`src/rtl/ppe_input_scheduler.sv`:
```
// Input scheduler for a partial-PE convolution array: streams filter weights to each PPE,
// then hands out ifmap rows, later rows only on round-robin-arbitrated PPE requests.
module ppe_input_scheduler #(
    parameter int FILTER_SIZE = 5,
    parameter int NUM_PPE     = 5,
    parameter int IFMAP_SIZE  = 25,
    parameter int PPE_BASE_ID = 0,
    localparam int WPKT = (FILTER_SIZE + 1) / 2,
    localparam int WAW  = $clog2(NUM_PPE * WPKT),
    localparam int IAW  = $clog2(IFMAP_SIZE)
) (
    input  logic                  clk,
    input  logic                  rst_n,
    input  logic                  start,
    output logic                  busy,
    output logic                  done,
    output logic                  w_rd_en,
    output logic [WAW-1:0]        w_rd_addr,
    input  logic [15:0]           w_rd_data,
    output logic                  i_rd_en,
    output logic [IAW-1:0]        i_rd_addr,
    input  logic [IFMAP_SIZE-1:0] i_rd_data,
    input  logic [NUM_PPE-1:0]    req_valid,
    output logic [NUM_PPE-1:0]    req_ready,
    output logic                  out_valid,
    input  logic                  out_ready,
    output logic [29:0]           out_packet,
    output logic                  err,
    output logic [2:0]            state_dbg
);
    // Handshakes: a transfer happens on a rising edge where valid and ready are both high.
    // The sender holds valid and its payload until then; req_ready is a registered one-hot grant.
    localparam int OUTPUT_DIM = IFMAP_SIZE - FILTER_SIZE + 1;
    localparam int PW = (NUM_PPE > 1) ? $clog2(NUM_PPE) : 1;
    localparam int KW = (WPKT > 1) ? $clog2(WPKT) : 1;
    localparam int CW = $clog2(OUTPUT_DIM + 1);

    typedef enum logic [2:0] {
        S_IDLE, S_W_RD, S_W_SEND, S_I_RD, S_I_SEND, S_WAIT_REQ, S_FIN
    } state_t;

    state_t        state;
    logic [PW-1:0] p_idx, gnt_idx, rr, pick_idx, cand;
    logic [KW-1:0] k_idx;
    logic          init_phase, pick_found, all_done, pkt_fresh, pkt_op;
    logic [3:0]    pkt_dest;
    logic [24:0]   pkt_held, pkt_live;
    logic [CW-1:0] sent_cnt [NUM_PPE];
    logic [CW-1:0] req_cnt  [NUM_PPE];

    assign state_dbg = state;

    // Memory data is only valid the cycle after the read, so the first send cycle uses it
    // directly and later (back-pressured) cycles use the copy captured at that edge.
    assign pkt_live   = pkt_op ? 25'(i_rd_data) : 25'(w_rd_data);
    assign out_packet = {pkt_dest, pkt_op, pkt_fresh ? pkt_live : pkt_held};

    always_comb begin
        pick_found = 1'b0;
        pick_idx   = '0;
        cand       = '0;
        for (int i = 0; i < NUM_PPE; i++) begin
            cand = PW'((int'(rr) + i) % NUM_PPE);
            if (!pick_found && req_valid[cand]) begin
                pick_found = 1'b1;
                pick_idx   = cand;
            end
        end
    end

    always_comb begin
        all_done = 1'b1;
        for (int i = 0; i < NUM_PPE; i++) begin
            if (req_cnt[i] != CW'(OUTPUT_DIM)) all_done = 1'b0;
        end
    end

    always_ff @(posedge clk) begin
        if (!rst_n) begin
            state      <= S_IDLE;
            busy       <= 1'b0;
            done       <= 1'b0;
            w_rd_en    <= 1'b0;
            w_rd_addr  <= '0;
            i_rd_en    <= 1'b0;
            i_rd_addr  <= '0;
            req_ready  <= '0;
            out_valid  <= 1'b0;
            err        <= 1'b0;
            pkt_dest   <= '0;
            pkt_op     <= 1'b0;
            pkt_fresh  <= 1'b0;
            pkt_held   <= '0;
            p_idx      <= '0;
            k_idx      <= '0;
            gnt_idx    <= '0;
            rr         <= '0;
            init_phase <= 1'b0;
            for (int i = 0; i < NUM_PPE; i++) begin
                sent_cnt[i] <= '0;
                req_cnt[i]  <= '0;
            end
        end else begin
            done      <= 1'b0;
            w_rd_en   <= 1'b0;
            i_rd_en   <= 1'b0;
            req_ready <= '0;
            if (pkt_fresh) begin
                pkt_held  <= pkt_live;
                pkt_fresh <= 1'b0;
            end
            case (state)
                S_IDLE: if (start) begin
                    busy       <= 1'b1;
                    init_phase <= 1'b1;
                    p_idx      <= '0;
                    k_idx      <= '0;
                    w_rd_en    <= 1'b1;
                    w_rd_addr  <= '0;
                    for (int i = 0; i < NUM_PPE; i++) begin
                        sent_cnt[i] <= '0;
                        req_cnt[i]  <= '0;
                    end
                    state <= S_W_RD;
                end
                S_W_RD: begin
                    out_valid <= 1'b1;
                    pkt_dest  <= 4'(PPE_BASE_ID + int'(p_idx));
                    pkt_op    <= 1'b0;
                    pkt_fresh <= 1'b1;
                    state     <= S_W_SEND;
                end
                S_W_SEND: if (out_ready) begin
                    out_valid <= 1'b0;
                    if (k_idx == KW'(WPKT - 1) && p_idx == PW'(NUM_PPE - 1)) begin
                        k_idx     <= '0;
                        p_idx     <= '0;
                        i_rd_en   <= 1'b1;
                        i_rd_addr <= '0;
                        state     <= S_I_RD;
                    end else begin
                        if (k_idx == KW'(WPKT - 1)) begin
                            k_idx <= '0;
                            p_idx <= p_idx + 1'b1;
                        end else begin
                            k_idx <= k_idx + 1'b1;
                        end
                        w_rd_en   <= 1'b1;
                        w_rd_addr <= w_rd_addr + 1'b1;
                        state     <= S_W_RD;
                    end
                end
                S_I_RD: begin
                    out_valid <= 1'b1;
                    pkt_dest  <= 4'(PPE_BASE_ID + int'(p_idx));
                    pkt_op    <= 1'b1;
                    pkt_fresh <= 1'b1;
                    state     <= S_I_SEND;
                end
                S_I_SEND: if (out_ready) begin
                    out_valid       <= 1'b0;
                    sent_cnt[p_idx] <= sent_cnt[p_idx] + 1'b1;
                    if (init_phase && p_idx != PW'(NUM_PPE - 1)) begin
                        p_idx     <= p_idx + 1'b1;
                        i_rd_en   <= 1'b1;
                        i_rd_addr <= i_rd_addr + 1'b1;
                        state     <= S_I_RD;
                    end else begin
                        init_phase <= 1'b0;
                        state      <= S_WAIT_REQ;
                    end
                end
                S_WAIT_REQ: begin
                    if (req_ready != '0) begin
                        // Grant cycle: the PPE holds its request, so the transfer completes here.
                        if ((req_valid & req_ready) != '0) begin
                            rr <= (gnt_idx == PW'(NUM_PPE - 1)) ? '0 : gnt_idx + 1'b1;
                            if (req_cnt[gnt_idx] == CW'(OUTPUT_DIM)) begin
                                err <= 1'b1;
                            end else begin
                                req_cnt[gnt_idx] <= req_cnt[gnt_idx] + 1'b1;
                                if (sent_cnt[gnt_idx] < CW'(OUTPUT_DIM)) begin
                                    p_idx     <= gnt_idx;
                                    i_rd_en   <= 1'b1;
                                    i_rd_addr <= IAW'(int'(gnt_idx) + int'(sent_cnt[gnt_idx]));
                                    state     <= S_I_RD;
                                end
                            end
                        end
                    end else if (all_done) begin
                        done  <= 1'b1;
                        busy  <= 1'b0;
                        state <= S_FIN;
                    end else if (pick_found) begin
                        req_ready <= NUM_PPE'(1) << pick_idx;
                        gnt_idx   <= pick_idx;
                    end
                end
                S_FIN:   state <= S_IDLE;
                default: state <= S_IDLE;
            endcase
        end
    end
endmodule

```
`config.mk`:
```
export PLATFORM = sky130hd
export DESIGN_NAME = ppe_input_scheduler
export DESIGN_NICKNAME = d
export VERILOG_FILES = /design/src/rtl/ppe_input_scheduler.sv
export SDC_FILE = /design/constraint.sdc
export NUM_CORES = 1
export LEC_CHECK = 0
export CORE_UTILIZATION = 55
export DETAILED_ROUTE_END_ITERATION = 10
export PLACE_DENSITY = 0.82
export SLEW_MARGIN = 15
export SYNTH_ARGS = -nofsm -noshare
export SYNTH_HDL_FRONTEND = slang
export SYNTH_SLANG_ARGS = --single-unit
```
`constraint.sdc`:
```
create_clock -name clk -period 6.05 [get_ports clk]
set_input_delay 1.21 -clock clk [delete_from_list [all_inputs] [get_ports clk]]
set_output_delay 1.21 -clock clk [all_outputs]
set_load 0.02 [all_outputs]
```
### After elaboration in Yosys (flattened, before gate mapping)

Memories as Yosys holds them, arrays and structs flattened. A register that Yosys moved wholly into a read port is not among the register bits.
Cells that the tools add are included.

| word-level totals | value |
|---|---|
| register bits after elaboration | 65 |
| word-level logic and storage cells | 261 |
| memories | 2 |
| bits in writable memories | 50 |
| output and inout bits | 53 |

Memory list:

| memory | depth | width | read ports | clocked after memory_dff | wr ports | RTL line | text |
|---|---|---|---|---|---|---|---|
| req_cnt | 5 | 5 | 6 | 1 | 5 | 49 | `logic [CW-1:0] req_cnt [NUM_PPE];` |
| sent_cnt | 5 | 5 | 2 | 2 | 5 | 48 | `logic [CW-1:0] sent_cnt [NUM_PPE];` |

| cells by class | value |
|---|---|
| bitwise logic cells | 16 |
| div/mod/pow operators | 5 |
| eq/ne operators | 34 |
| shift operators | 1 |
| order comparisons | 6 |
| reduce and logical (&&, ||, !) cells | 37 |
| muxes and demuxes | 129 |
| add/subtract/negate cells | 12 |

Operator list:

| operator | number |
|---|---|
| $mod 32x4->32 const B | 4 |
| $mux 5 | 20 |
| $mux 3 | 33 |
| $mux 1 | 50 |
| $mux 25 | 2 |
| $mod 4x4->32 const B | 1 |
| $ne 2x2->1 const B | 13 |
| $ne 5x5->1 const B | 5 |
| $lt 3x4->1 const B | 5 |
| $reduce_and 4->1 | 5 |
| $ne 3x3->1 const B | 6 |
| $pmux 3 s6 | 1 |
| $add 5x1->5 const B | 3 |
| $bmux 1 s3 | 5 |
| $pmux 5 s3 | 1 |
| $reduce_or 5->1 | 3 |
| $eq 3x3->1 const B | 4 |
| $mux 4 | 3 |
| $pmux 3 s4 | 1 |
| $mux 2 | 5 |
| $or 1x1->1 | 10 |
| $pmux 1 s2 | 5 |
| $reduce_and 10->1 | 1 |
| $reduce_bool 2->1 | 5 |
| other kinds (31) | 49 |

### Longest topological paths before layout

Gate-level depths: netlist (run 1).

| depth | value |
|---|---|
| depth after elaboration | 19 |
| gate-level depth with buffers | 20 |
| gate-level depth less buffers | 18 |

### Least setup slack after synthesis (run 1)

Ideal clock, no wire load.

| timing | value |
|---|---|
| path kind | register to register |
| start point | reg rr[0] |
| end point | reg req_ready[0] |
| buffers on the path | 3 |
| arrival | 4598 ps |
| stages on the path, launching flop included | 20 |
| setup slack | 1333 ps |
| clock period less this slack | 4717 ps |
| data required time | 5931 ps |
| setup time | 119 ps |
| cell sequence | dfxtp_1 > buf_6 > buf_6 > clkinv_1 > ha_1 > clkbuf_1 > inv_1 > ha_1 > nor3_1 > or3_1 > nand2_1 > ha_1 > nor2b_1 > o32ai_4 > mux2i_1 > o22ai_2 > nor2_1 > a21boi_1 > a311o_2 > nor3b_2 |

| on the way | value |
|---|---|
| cells in the longest elaborated chain, start to end | 18 |

Ends and longest elaborated chain:

| what | RTL line | text |
|---|---|---|
| start: declaration | 43 | `logic [PW-1:0] p_idx, gnt_idx, rr, pick_idx, cand;` |
| start signal: assignment | 177 | `rr <= (gnt_idx == PW'(NUM_PPE - 1)) ? '0 : gnt_idx + 1'b1;` |
| branches (longest 18 deep; another with $mod 32x4->32) | - |  |
| end signal: assignment | 195 | `req_ready <= NUM_PPE'(1) << pick_idx;` |
| end: declaration | 24 | `output logic [NUM_PPE-1:0] req_ready,` |

Parallel ways; which one is timed is not known. The select of a mux whose other input is x is not followed.
A chain may end at the register's enable or synchronous reset.

==> out/results.md, run 1 <==
| Stage | Quantity | Reported |
| --- | --- | --- |
| drt | Total via count after detailed routing | 6991 |
| timing | Tightest Pin Transition | 0.9774 ns |
| global route | Largest net degree at the start of global routing | 38 |
| placement | Number of instances in the placed design | 1136 |
| final layout | Area occupied by multi-input gates | 4751 sq um |
| hold path | Sink of the worst hold path | out_valid |
| cts | Clock root cell | clkbuf_16 |
| critical path | Cell mode on critical path | ha_1 |
| timing | Tightest slew margin relative to the limit | 34.54% |
| timing | Final TNS setup | 0 ns |
| power | PD cells | 322.4 nW/um^2 |
| cts | Clock Sink Count | 151 |
| logic synthesis | Share of flip-flops with an asynchronous set or reset | 0% |
| final layout | # diodes | 0 |
| cts | Clock insertion delay at the later pin of the skew report | 0.44 ns |
| timing | Post-Route Skew | 0.009642 ns |
| global route | Remaining global-route overflow | 0 |
| drt | WL/cell | 18.55 um |
| critical path | Signal arrival time at the worst endpoint | 5.51 ns |
| hold path | Worst min-delay path category | reg2reg |
| drt | Final WL | 21670 um |
| final layout | FF/Latch Area | 3824 sq um |
| logic synthesis | Top cell type's share of synthesized area | 26.70% |
| final layout | Final Util | 66.82% |
| logic synthesis | Largest cells by area after synthesis | edfxtp_1 27%, dfxtp_1 16%, nor2_1 5.5% |
| hold path | WHS Path Cells | 2 |
| timing | Final cycle utilization of the critical path | 85.33% |
| power | Final total power | 3.434 mW |
| logic synthesis | Top_reg_cell synth | edfxtp_1 |
| critical path | Required time of the critical path | 6.40 ns |
| critical path | Type of the setup path with the least slack | reg2reg |
| final layout | FILL cells | 1205 |
| floorplan | Number of rows in the core area | 46 |
| timing | Count of final setup violators | 0 |
| critical path | Flop2flop setup slack | 0.89 ns |
| cts | Number of hold-repair buffers added at the cts stage | 0 |
| timing | Final hold slack | 0.4975 ns |
| critical path | Startpoint of the most critical register-to-register path | rr[1] |
| final layout | Net count, final | 1023 |
| cts | Post-CTS setup buffer count | 0 |
| critical path | Register-to-Register Path Depth | 15 |
| floorplan | Die width | 129.9 um |
| logic synthesis | Warning count from the yosys run | 0 |
| drt | Total DRC errors in the routed layout | 0 |
| global route | GRT Overall Usage | 26.59% |
| floorplan | Effective utilization at floorplan | 56.44% |
| drt | Via count normalized by instance count | 5.985 |
| final layout | Growth of design area from synthesis to finish | 18.38% |
| timing | Total count of hold-check failures in the final report | 0 |
| critical path | Delay of the slowest cell on the worst path | 0.73 ns |
| global route | Via count of the first global-routing pass | 6911 |
| critical path | Levels on crit path | 15 |
| floorplan | Top-level I/O count | 103 |
| logic synthesis | Mapped Nets | 947 |
| cts | Post-cts repair resize count | 0 |
| power | Static Leak | 3.902 nW |
| drt | Post-detailed-route count of antenna-violating nets | 0 |
| timing | Count of final max-slew check failures | 0 |
| cts | Maximum root-to-sink buffer count | 2 |
| logic synthesis | Netlist Area Pre-Place | 8999 sq um |
| logic synthesis | Count of flip-flops with a built-in enable after synthesis | 80 |
| logic synthesis | Total of flip-flops plus latches after synthesis | 151 |
| placement | HPWL Detailed | 15970 um |
| floorplan | Area inside the core boundary | 15940 sq um |
| logic synthesis | Post-synthesis area per instance | 10.43 sq um |
| critical path | Nature of the critical path endpoint | flop |
| placement | Final RePlAce weighted congestion | 0.8785 |
| critical path | Setup crit start kind | flop |
| floorplan | Die area | 16880 sq um |
| power | Max IR drop VDD | 257.4 uV |
| critical path | Crit-path cells | inv_1 -> ha_1 -> inv_1 -> ha_1 -> nor3_1 -> or3_1 -> nand2_1 -> ha_1 -> nor2b_1 -> o32ai_4 -> mux2i_1 -> o22ai_1 -> a221oi_1 -> nand2_1 -> o21ai_1 |
| drt | DRC violation total after the first TritonRoute iteration | 566 |
| cts | TritonCTS Buffers | 17 |
| cts | H-tree levels | 4 |
| logic synthesis | Cell accounting for the most synthesized area | edfxtp_1 |
| hold path | Hold path start | out_valid |
| final layout | Non-filler cells in the finished layout | 1168 |
| cts | TritonCTS clock tree | built |
| critical path | Buf+Inv Stages, Crit Path | 2 |
| global route | Number of antenna violations at the first check in global routing | 0 |
| critical path | CP top delay family | adder cells |
| floorplan | Y dimension of the die | 129.9 um |
| logic synthesis | Mapped Cells | 863 |
| drt | Iteration count of the initial detailed-routing pass | 7 |
| critical path | Slowest cell on crit path | dfxtp_1 |
| run | Max-Cap Viols | 0 |
| logic synthesis | Sequential share of the synthesized area | 42.49% |
| timing | Timing-limited maximum frequency | 193.7 MHz |
| run status | Run status | complete, no violations |
| placement | Buffers on Ports | 101 |
| cts | Clock edge transition at the registers on the reported setup and hold paths | 0.06 ns |
| critical path | Max FO, Critical Path | 17 |
| global route | Global-route wire length before repair | 34090 um |
| final layout | Share of cells above drive strength 1 | 10.71% |
| timing | Post-layout minimum cycle time | 5.163 ns |
| timing | RSZ-0062 raised after global routing | no |
| logic synthesis | Number of distinct library cell variants in the gate-level netlist after synthesis | 98 |
==> cells by family after synthesis <==
logic type	synth area share [%]
xor gates and xnor gates	2.239
adders and majority gates	4.811
AOI/OAI and AO/OA	12.31
and+or+nand+nor	17.87
other	0.04167
muxes	15.53
DFF	42.49
buffers and inverters	4.713
==> power breakdown <==
group | total (mW) | switching (mW) | internal, mW
combinational | 0.994 | 0.562 | 0.432
sequential | 1.39 | 0.129 | 1.26
clock | 1.06 | 0.412 | 0.643
total | 3.43 | 1.10 | 2.33
==> worst register-to-register path: stages (launching register included) <==
cell      delay, ns
dfxtp_1        0.73
inv_1          0.31
ha_1           0.71
inv_1          0.18
ha_1           0.27
nor3_1         0.51
or3_1          0.22
nand2_1        0.10
ha_1           0.24
nor2b_1        0.16
o32ai_4        0.31
mux2i_1        0.32
o22ai_1        0.12
a221oi_1       0.47
nand2_1        0.21
o21ai_1        0.21
==> synthesized netlist by cell type (all sizes together), types with 10 or more instances <==
cell type / instances
nor2: 133
edfxtp: 80
dfxtp: 71
nand2: 68
a21oi: 44
inv: 43
mux2i: 41
mux4: 36
and2: 33
ha: 33
clkbuf: 32
o21ai: 31
buf: 18
nand3: 15
nor3: 15
xnor2: 12
nand2b: 11
a22oi: 10
nor2b: 10
==> per-stage QoR <==
step                      area [sq um]  setup slack, ns
after detailed placement         10070           0.9845
after global placement           10070            1.221
after CTS                        10650           0.9467
after global routing             10650           0.5252
after floorplan                   8999            1.333
final                            10650           0.8873
==> cell type report <==
class	count	area share, %
multi-input combinational	618	44.60
sequential	151	35.89
timing repair buffer	107	9.913
clock inverter	13	1.445
tap	216	2.537
inverter	44	1.550
clock buffer	19	4.064
==> registers in the layout, summed over array words and instances, names as in the netlist, 2 cells and up, named ones only <==
register,flops
p_idx,3
w_rd_addr,4
req_ready,5
pkt_held,25
gnt_idx,3
i_rd_addr,5
sent_cnt,40
req_cnt,40
rr,3
k_idx,2
pkt_dest,3
state_dbg,3
==> worst max-delay path by stage <==
stage | startpoint | endpoint | slack [ns]
after floorplan | rr[0] | req_ready[0] | 1.33
after global placement | rr[1] | req_ready[0] | 1.22
after detailed placement | rr[1] | req_ready[0] | 0.98
after CTS | rr[1] | flop | 0.95
after global routing | rr[1] | flop | 0.53
final | rr[1] | flop | 0.89
==> placed cells by master (no fill, tap or decap), drive strengths merged, types with 11 or more instances in the layout <==
master / instances
edfxtp: 80
mux4: 36
inv: 44
nand2b: 11
nor2: 133
a21oi: 44
and2: 33
nand3: 15
o21ai: 31
clkbuf: 19
dfxtp: 71
mux2i: 41
clkdlybuf4s50: 101
nor3: 15
nand2: 68
ha: 33
xnor2: 12
==> layer usage <==
layer,up-vias,global-route usage [%],share of wire (%)
met5,-,0,0
met4,0,14.50,3.9
met3,72,6.191,8.4
met2,331,45.71,48
met1,3296,30.83,40
li1,3292,-,-
(Power assumes the default switching activity.)
==> inputs of run 2 (changes only) <==
--- a/config.mk
+++ b/config.mk
@@ -5,7 +5,9 @@
 export SDC_FILE = /design/constraint.sdc
 export NUM_CORES = 1
 export LEC_CHECK = 0
-export CORE_UTILIZATION = 55
+export CAP_MARGIN = 10
+export CORE_MARGIN = 3
+export CORE_UTILIZATION = 52
 export DETAILED_ROUTE_END_ITERATION = 10
 export PLACE_DENSITY = 0.82
 export SLEW_MARGIN = 15
==> constraint.sdc (replaced) <==
create_clock -name clk -period 4.54 [get_ports clk]
set_input_delay 0.908 -clock clk [delete_from_list [all_inputs] [get_ports clk]]
set_output_delay 0.908 -clock clk [all_outputs]
set_load 0.02 [all_outputs]
==> run 2 against run 1 <==
  * Maximum frequency up 24%
  * Combinational power up 34%
  * Via count up 1.4%
  * Clock power up 28%
  * First-iteration DRC count up 11%
==> out/results.md, run 2 (synthesized netlist as in run 1, its figures left out) <==
| Stage | Quantity | Reported |
| --- | --- | --- |
| cts | Post-CTS setup buffer count | 0 |
| placement | Post-place instance area | 10160 sq um |
| power | Final total power | 4.534 mW |
| global route | Largest net degree at the start of global routing | 34 |
| global route | Global-route wire length before repair | 34400 um |
| cts | TritonCTS Buffers | 17 |
| power | PD cells | 422.4 nW/um^2 |
| critical path | Cell mode on critical path | ha_1 |
| critical path | Buf+Inv Stages, Crit Path | 1 |
| placement | Final RePlAce weighted congestion | 0.9158 |
| critical path | Levels on crit path | 14 |
| cts | H-tree levels | 4 |
| drt | DRC violation total after the first TritonRoute iteration | 629 |
| placement | Buffers on Ports | 101 |
| timing | Count of final setup violators | 0 |
| final layout | FILL cells | 1325 |
| critical path | Max FO, Critical Path | 13 |
| global route | Number of antenna violations at the first check in global routing | 0 |
| global route | Via count of the first global-routing pass | 6821 |
| cts | Maximum root-to-sink buffer count | 2 |
| timing | Final cycle utilization of the critical path | 91.73% |
| critical path | Delay of the slowest cell on the worst path | 0.61 ns |
| timing | Post-Route Skew | 0.008106 ns |
| run status | Run status | complete, no violations |
| timing | Tightest Pin Transition | 0.7573 ns |
| floorplan | Area inside the core boundary | 16760 sq um |
| drt | WL/cell | 18.61 um |
| hold path | WHS Path Cells | 2 |
| power | Proportion of power drawn by flip-flops and latches | 40.7% |
| power | Max IR drop VDD | 316.5 uV |
| global route | Met1 routing resource usage after global routing | 28.58% |
| power | Gate power share | 29.3% |
| critical path | Type of the setup path with the least slack | reg2reg |
| cts | TritonCTS clock tree | built |
| cts | Clock root cell | clkbuf_16 |
| global route | GR Util met3 | 5.588% |
| final layout | # diodes | 0 |
| global route | Global-route track usage on met2 | 39.78% |
| floorplan | Number of rows in the core area | 47 |
| global route | Remaining global-route overflow | 0 |
| cts | Clock Sink Count | 151 |
| final layout | Area of all placed cells without fillers | 10740 sq um |
| drt | Total DRC errors in the routed layout | 0 |
| final layout | Growth of design area from synthesis to finish | 19.30% |
| drt | Final WL | 21980 um |
| timing | Count of final max-slew check failures | 0 |
| power | Design internal power | 3.038 mW |
| cts | Clock insertion delay at the later pin of the skew report | 0.43 ns |
| floorplan | Die width | 137.6 um |
| timing | RSZ-0062 raised after global routing | no |
| drt | Iteration count of the initial detailed-routing pass | 7 |
| cts | Number of hold-repair buffers added at the cts stage | 0 |
| final layout | Most frequent cells in the layout | 131 x nor2_1, 101 x clkdlybuf4s50_1, 80 x edfxtp_1, 71 x dfxtp_1, 67 x nand2_1 |
| cts | Clock edge transition at the registers on the reported setup and hold paths | 0.06 ns |
| run | Max-Cap Viols | 0 |
| critical path | Slowest cell on crit path | dfxtp_1 |
| critical path | CP top delay family | compound AO/OA/AOI/OAI gates |
| floorplan | Y dimension of the die | 137.6 um |
| final layout | Most common cell after layout, fill and taps aside | nor2_1 |
| power | Power share of the clock group | 30.0% |
| drt | Total via count after detailed routing | 7092 |
| final layout | Net count, final | 1032 |
| floorplan | Effective utilization at floorplan | 53.69% |
| placement | HPWL Detailed | 16230 um |
| critical path | Setup crit start kind | flop |
| power | Switching power of the nets | 1.496 mW |
| timing | Total count of hold-check failures in the final report | 0 |
| cts | Post-cts repair resize count | 0 |
| global route | Global route hottest layer | met2 |
| critical path | Crit-path cells | inv_1 -> ha_1 -> o31ai_1 -> xnor2_1 -> ha_1 -> or3b_1 -> a21oi_1 -> a311oi_2 -> mux2i_2 -> nand2b_1 -> nor4_1 -> a221oi_1 -> nand2_1 -> nor3b_2 |
| final layout | Share of cells above drive strength 1 | 12.07% |
| final layout | Largest registers | req_cnt x40, sent_cnt x40, pkt_held x25 |
| critical path | Nature of the critical path endpoint | flop |
| critical path | Required time of the critical path | 4.89 ns |
| drt | Via count normalized by instance count | 6.005 |
| timing | Final TNS setup | 0 ns |
| global route | GRT Overall Usage | 23.39% |
| critical path | Signal arrival time at the worst endpoint | 4.51 ns |
| drt | Post-detailed-route count of antenna-violating nets | 0 |
| timing | Tightest slew margin relative to the limit | 49.45% |
| hold path | Worst min-delay path category | reg2reg |
| power | Static Leak | 3.965 nW |
| floorplan | Die area | 18920 sq um |
| timing | Post-layout minimum cycle time | 4.164 ns |
| floorplan | Top-level I/O count | 103 |
| power | Switching portion of total power | 33.00% |
| critical path | Register-to-Register Path Depth | 14 |
| timing | Timing-limited maximum frequency | 240.1 MHz |
run 2: cell count changes in the layout (fill, tap and decap cells not counted), moves of 2 or more:
| cell | before | now |
|---|---|---|
| buf_4 | 6 | 15 |
| bufinv_16 | 3 | 0 |
| clkinv_2 | 0 | 3 |
| clkinvlp_2 | 3 | 0 |
| clkbuf_16 | 17 | 19 |
| clkinv_1 | 3 | 1 |
| inv_6 | 1 | 3 |
run 2: stage by stage:
| stage | utilization, % | instances | hold slack, ns | worst slack (ns) |
|---|---|---|---|---|
| after floorplan | - | 863 | 0.4678 | 0.01980 |
| after global placement | 60.60 | 1149 | 0.4636 | 0.6227 |
| after detailed placement | 60.60 | 1149 | 0.4701 | 0.4840 |
| after CTS | 64.05 | 1181 | 0.4802 | 0.4566 |
| after global routing | 64.05 | 1181 | 0.5214 | 0.07223 |
| final | 64.05 | 1181 | 0.4807 | 0.3756 |
run 2: worst min-delay path, stage by stage, from the launching register on:
cell and delay [ns]:
dfxtp_1 0.32, nand2_1 0.06, a21oi_1 0.05
run 2: area by class of cell:
cell class / count / area [sq um] / share of cell area (%)
multi-input combinational: 618 / 4768 / 44.42
clock inverter: 11 / 86.33 / 0.8042
sequential: 151 / 3824 / 35.62
timing repair buffer: 116 / 1124 / 10.47
inverter: 44 / 165.2 / 1.538
tap: 220 / 275.3 / 2.564
clock buffer: 21 / 493.0 / 4.592
run 2: final timing paths:
check	slack, ns	startpoint	end
min	0.48	out_valid	out_valid
max	0.38	rr[2]	req_ready[0]
max reg2reg	0.38	rr[2]	req_ready[0]
min reg2reg	0.48	out_valid	out_valid
run 2: routing by layer:
metal  vias up  share of wire [%]
met2       331                 48
met5         -                  0
met4         0                2.8
met3        55                9.0
li1       3310                  -
met1      3396                 40
run 2: power by group through the flow:
stage | logic [mW] | registers (mW) | clock network (mW)
floorplan | 0.914 | 1.80 | 0
global placement | 1.28 | 1.86 | 0
detailed placement | 1.31 | 1.87 | 0
CTS | 1.32 | 1.84 | 1.38
global route | 1.45 | 1.87 | 1.44
finish | 1.33 | 1.84 | 1.36
==> inputs of run 3 (changes only) <==
--- a/config.mk
+++ b/config.mk
@@ -5,7 +5,8 @@
 export SDC_FILE = /design/constraint.sdc
 export NUM_CORES = 1
 export LEC_CHECK = 0
-export CAP_MARGIN = 10
+export CAP_MARGIN = 0
+export CORE_ASPECT_RATIO = 0.75
 export CORE_MARGIN = 3
 export CORE_UTILIZATION = 52
 export DETAILED_ROUTE_END_ITERATION = 10
==> run 3 against run 2 <==
  * Clock skew rose by 0.00099 ns
  * Critical path depth rose by 4
  * First-iteration DRC count rose by 24%
  * Sequential cell count did not move
  * Wire length rose by 4.3%
  * Clock power barely moved
  * Via count rose by 0.93%
  * Sequential share of layout area rose by 0.12 points
==> out/results.md, run 3 (synthesized netlist as in run 1, its figures left out) <==
| Stage | Quantity | Reported |
| --- | --- | --- |
| cts | Clock edge transition at the registers on the reported setup and hold paths | 0.07 ns |
| floorplan | Die width | 157.9 um |
| global route | Via count of the first global-routing pass | 6802 |
| drt | Final WL | 22930 um |
| global route | GRT Overall Usage | 24.56% |
| placement | Buffers on Ports | 101 |
| global route | Global-route track usage on met2 | 35.35% |
| hold path | WHS Path Cells | 2 |
| critical path | CP top delay family | compound AO/OA/AOI/OAI gates |
| critical path | Delay of the slowest cell on the worst path | 0.41 ns |
| final layout | Most common cell after layout, fill and taps aside | nor2_1 |
| power | Max IR drop VDD | 346.5 uV |
| hold path | Worst min-delay path category | reg2reg |
| critical path | Buf+Inv Stages, Crit Path | 3 |
| global route | Remaining global-route overflow | 0 |
| drt | DRC violation total after the first TritonRoute iteration | 780 |
| critical path | Required time of the critical path | 4.85 ns |
| cts | TritonCTS clock tree | built |
| drt | Via count normalized by instance count | 6.123 |
| floorplan | Area inside the core boundary | 16470 sq um |
| power | Final total power | 4.512 mW |
| power | Proportion of power drawn by flip-flops and latches | 41.0% |
| critical path | Crit-path cells | inv_2 -> ha_4 -> inv_1 -> ha_1 -> inv_1 -> ha_1 -> nor3_4 -> or3_1 -> nand2_1 -> ha_1 -> nor2b_1 -> o32ai_4 -> mux2i_1 -> o22ai_2 -> nor2_1 -> a21boi_1 -> a311o_2 -> nor3b_2 |
| drt | Total via count after detailed routing | 7158 |
| floorplan | Effective utilization at floorplan | 54.65% |
| cts | Clock root cell | clkbuf_16 |
| timing | Tightest slew margin relative to the limit | 26.65% |
| critical path | Nature of the critical path endpoint | flop |
| drt | Post-detailed-route count of antenna-violating nets | 0 |
| floorplan | Y dimension of the die | 119.9 um |
| hold path | Hold path start | out_valid |
| timing | Timing-limited maximum frequency | 237.1 MHz |
| global route | GR Util met3 | 7.174% |
| final layout | Area of all placed cells without fillers | 10700 sq um |
| cts | TritonCTS Buffers | 17 |
| critical path | Startpoint of the most critical register-to-register path | rr[1] |
| timing | Total count of hold-check failures in the final report | 0 |
| critical path | Flop2flop setup slack | 0.32 ns |
| global route | Global-route wire length before repair | 36290 um |
| final layout | Share of cells above drive strength 1 | 12.20% |
| power | Static Leak | 3.946 nW |
| critical path | Setup crit start kind | flop |
| final layout | # diodes | 0 |
| cts | Post-CTS setup buffer count | 0 |
| critical path | Cell mode on critical path | ha_1 |
| power | Switching portion of total power | 33.53% |
| global route | Largest net degree at the start of global routing | 33 |
| critical path | Type of the setup path with the least slack | reg2reg |
| final layout | FILL cells | 1241 |
| global route | Met1 routing resource usage after global routing | 35.89% |
| hold path | Sink of the worst hold path | out_valid |
| power | Design internal power | 2.999 mW |
| timing | Count of final max-slew check failures | 0 |
| power | Switching power of the nets | 1.513 mW |
| final layout | Largest registers | req_cnt x40, sent_cnt x40, pkt_held x25 |
| cts | Maximum root-to-sink buffer count | 2 |
| final layout | Net count, final | 1030 |
| cts | Clock Sink Count | 151 |
| drt | WL/cell | 19.61 um |
| critical path | Slowest cell on crit path | a311o_2 |
| drt | Iteration count of the initial detailed-routing pass | 5 |
| critical path | Signal arrival time at the worst endpoint | 4.53 ns |
| critical path | Max FO, Critical Path | 7 |
| cts | H-tree levels | 4 |
| timing | Final cycle utilization of the critical path | 92.89% |
| floorplan | Die area | 18940 sq um |
| final layout | Growth of design area from synthesis to finish | 18.88% |
| timing | Post-layout minimum cycle time | 4.217 ns |
| timing | Count of final setup violators | 0 |
| run | Max-Cap Viols | 0 |
| placement | Final RePlAce weighted congestion | 0.9378 |
| run status | Run status | complete, no violations |
| final layout | Most frequent cells in the layout | 131 x nor2_1, 101 x clkdlybuf4s50_1, 80 x edfxtp_1, 71 x dfxtp_1, 67 x nand2_1 |
| power | Power share of the clock group | 29.4% |
| global route | Global route hottest layer | met1 |
| global route | Number of antenna violations at the first check in global routing | 0 |
| placement | HPWL Detailed | 16930 um |
| timing | Final TNS setup | 0 ns |
| placement | Post-place instance area | 10130 sq um |
| timing | RSZ-0062 raised after global routing | no |
| timing | Tightest Pin Transition | 1.095 ns |
| floorplan | Top-level I/O count | 103 |
| power | Gate power share | 29.6% |
| critical path | Levels on crit path | 18 |
| critical path | Worst R2R End | req_ready[0] |
| power | PD cells | 421.7 nW/um^2 |
| timing | Final hold slack | 0.4827 ns |
| floorplan | Number of rows in the core area | 40 |
| drt | Total DRC errors in the routed layout | 0 |
| critical path | Register-to-Register Path Depth | 18 |
| timing | Post-Route Skew | 0.009093 ns |
| cts | Clock insertion delay at the later pin of the skew report | 0.42 ns |
-- run 3: cell types whose count changed in the layout (fill, tap and decap cells not counted), sizes merged --
cell      delta
clkbuf       -1
buf          -2
clkinv       -2
inv          +2
clkinvlp     +1
-- run 3: metrics by stage --
stage	utilization, %	instances	setup slack, ns
finish	64.97	1169	0.3229
floorplan	-	863	0.01980
global route	64.97	1169	0.04604
CTS	64.89	1169	0.2469
global placement	61.51	1137	0.5054
detailed placement	61.51	1137	0.2725
-- run 3: worst max path at each step --
stage | slack, ns | startpoint | to
5_1_grt | 0.05 | rr[1] | req_ready[0]
3_5_place_dp | 0.27 | rr[1] | req_ready[0]
4_1_cts | 0.25 | rr[1] | req_ready[0]
3_3_place_gp | 0.51 | rr[1] | req_ready[0]
2_1_floorplan | 0.02 | rr[0] | req_ready[0]
6_report | 0.32 | rr[1] | req_ready[0]
-- run 3: repair_timing --
| action | in CTS | in global routing |
|---|---|---|
| setup endpoints to repair | 0 | 8 |
| gates resized for setup | 0 | 3 |
| hold buffers | 0 | 0 |
-- run 3: worst register-to-register path, delay by kind of cell (launching register included) --
family                     cells  cell delay, ns
muxes                          1            0.18
and+or+nand+nor                6            1.04
AOI/OAI and AO/OA              4            1.16
DFF                            1            0.32
buffers and inverters          3            0.33
adders and majority gates      4            1.08
-- run 3: final cells by class --
class	instances	area (sq um)	share of cell area, %
repair buffers	114	1109	10.36
multi-input cells	618	4781	44.69
flip-flops and latches	151	3824	35.74
well taps	210	262.8	2.456
inverters	44	165.2	1.544
clock buffers	20	466.7	4.363
clock inverters	12	90.09	0.8421
-- run 3: per-layer routing --
metal / part of all wire, % / wire length, um
met3: 12 / 2712
met5: 0 / 0
met4: 1.4 / 330
met1: 45 / 10240
met2: 42 / 9637
-- run 3: power by group through the flow --
stage | Clock [mW] | Combinational [mW] | Sequential [mW]
3_5_place_dp | 0 | 1.31 | 1.87
3_3_place_gp | 0 | 1.29 | 1.86
2_1_floorplan | 0 | 0.914 | 1.80
6_report | 1.33 | 1.33 | 1.85
4_1_cts | 1.34 | 1.33 | 1.85
5_1_grt | 1.40 | 1.45 | 1.87
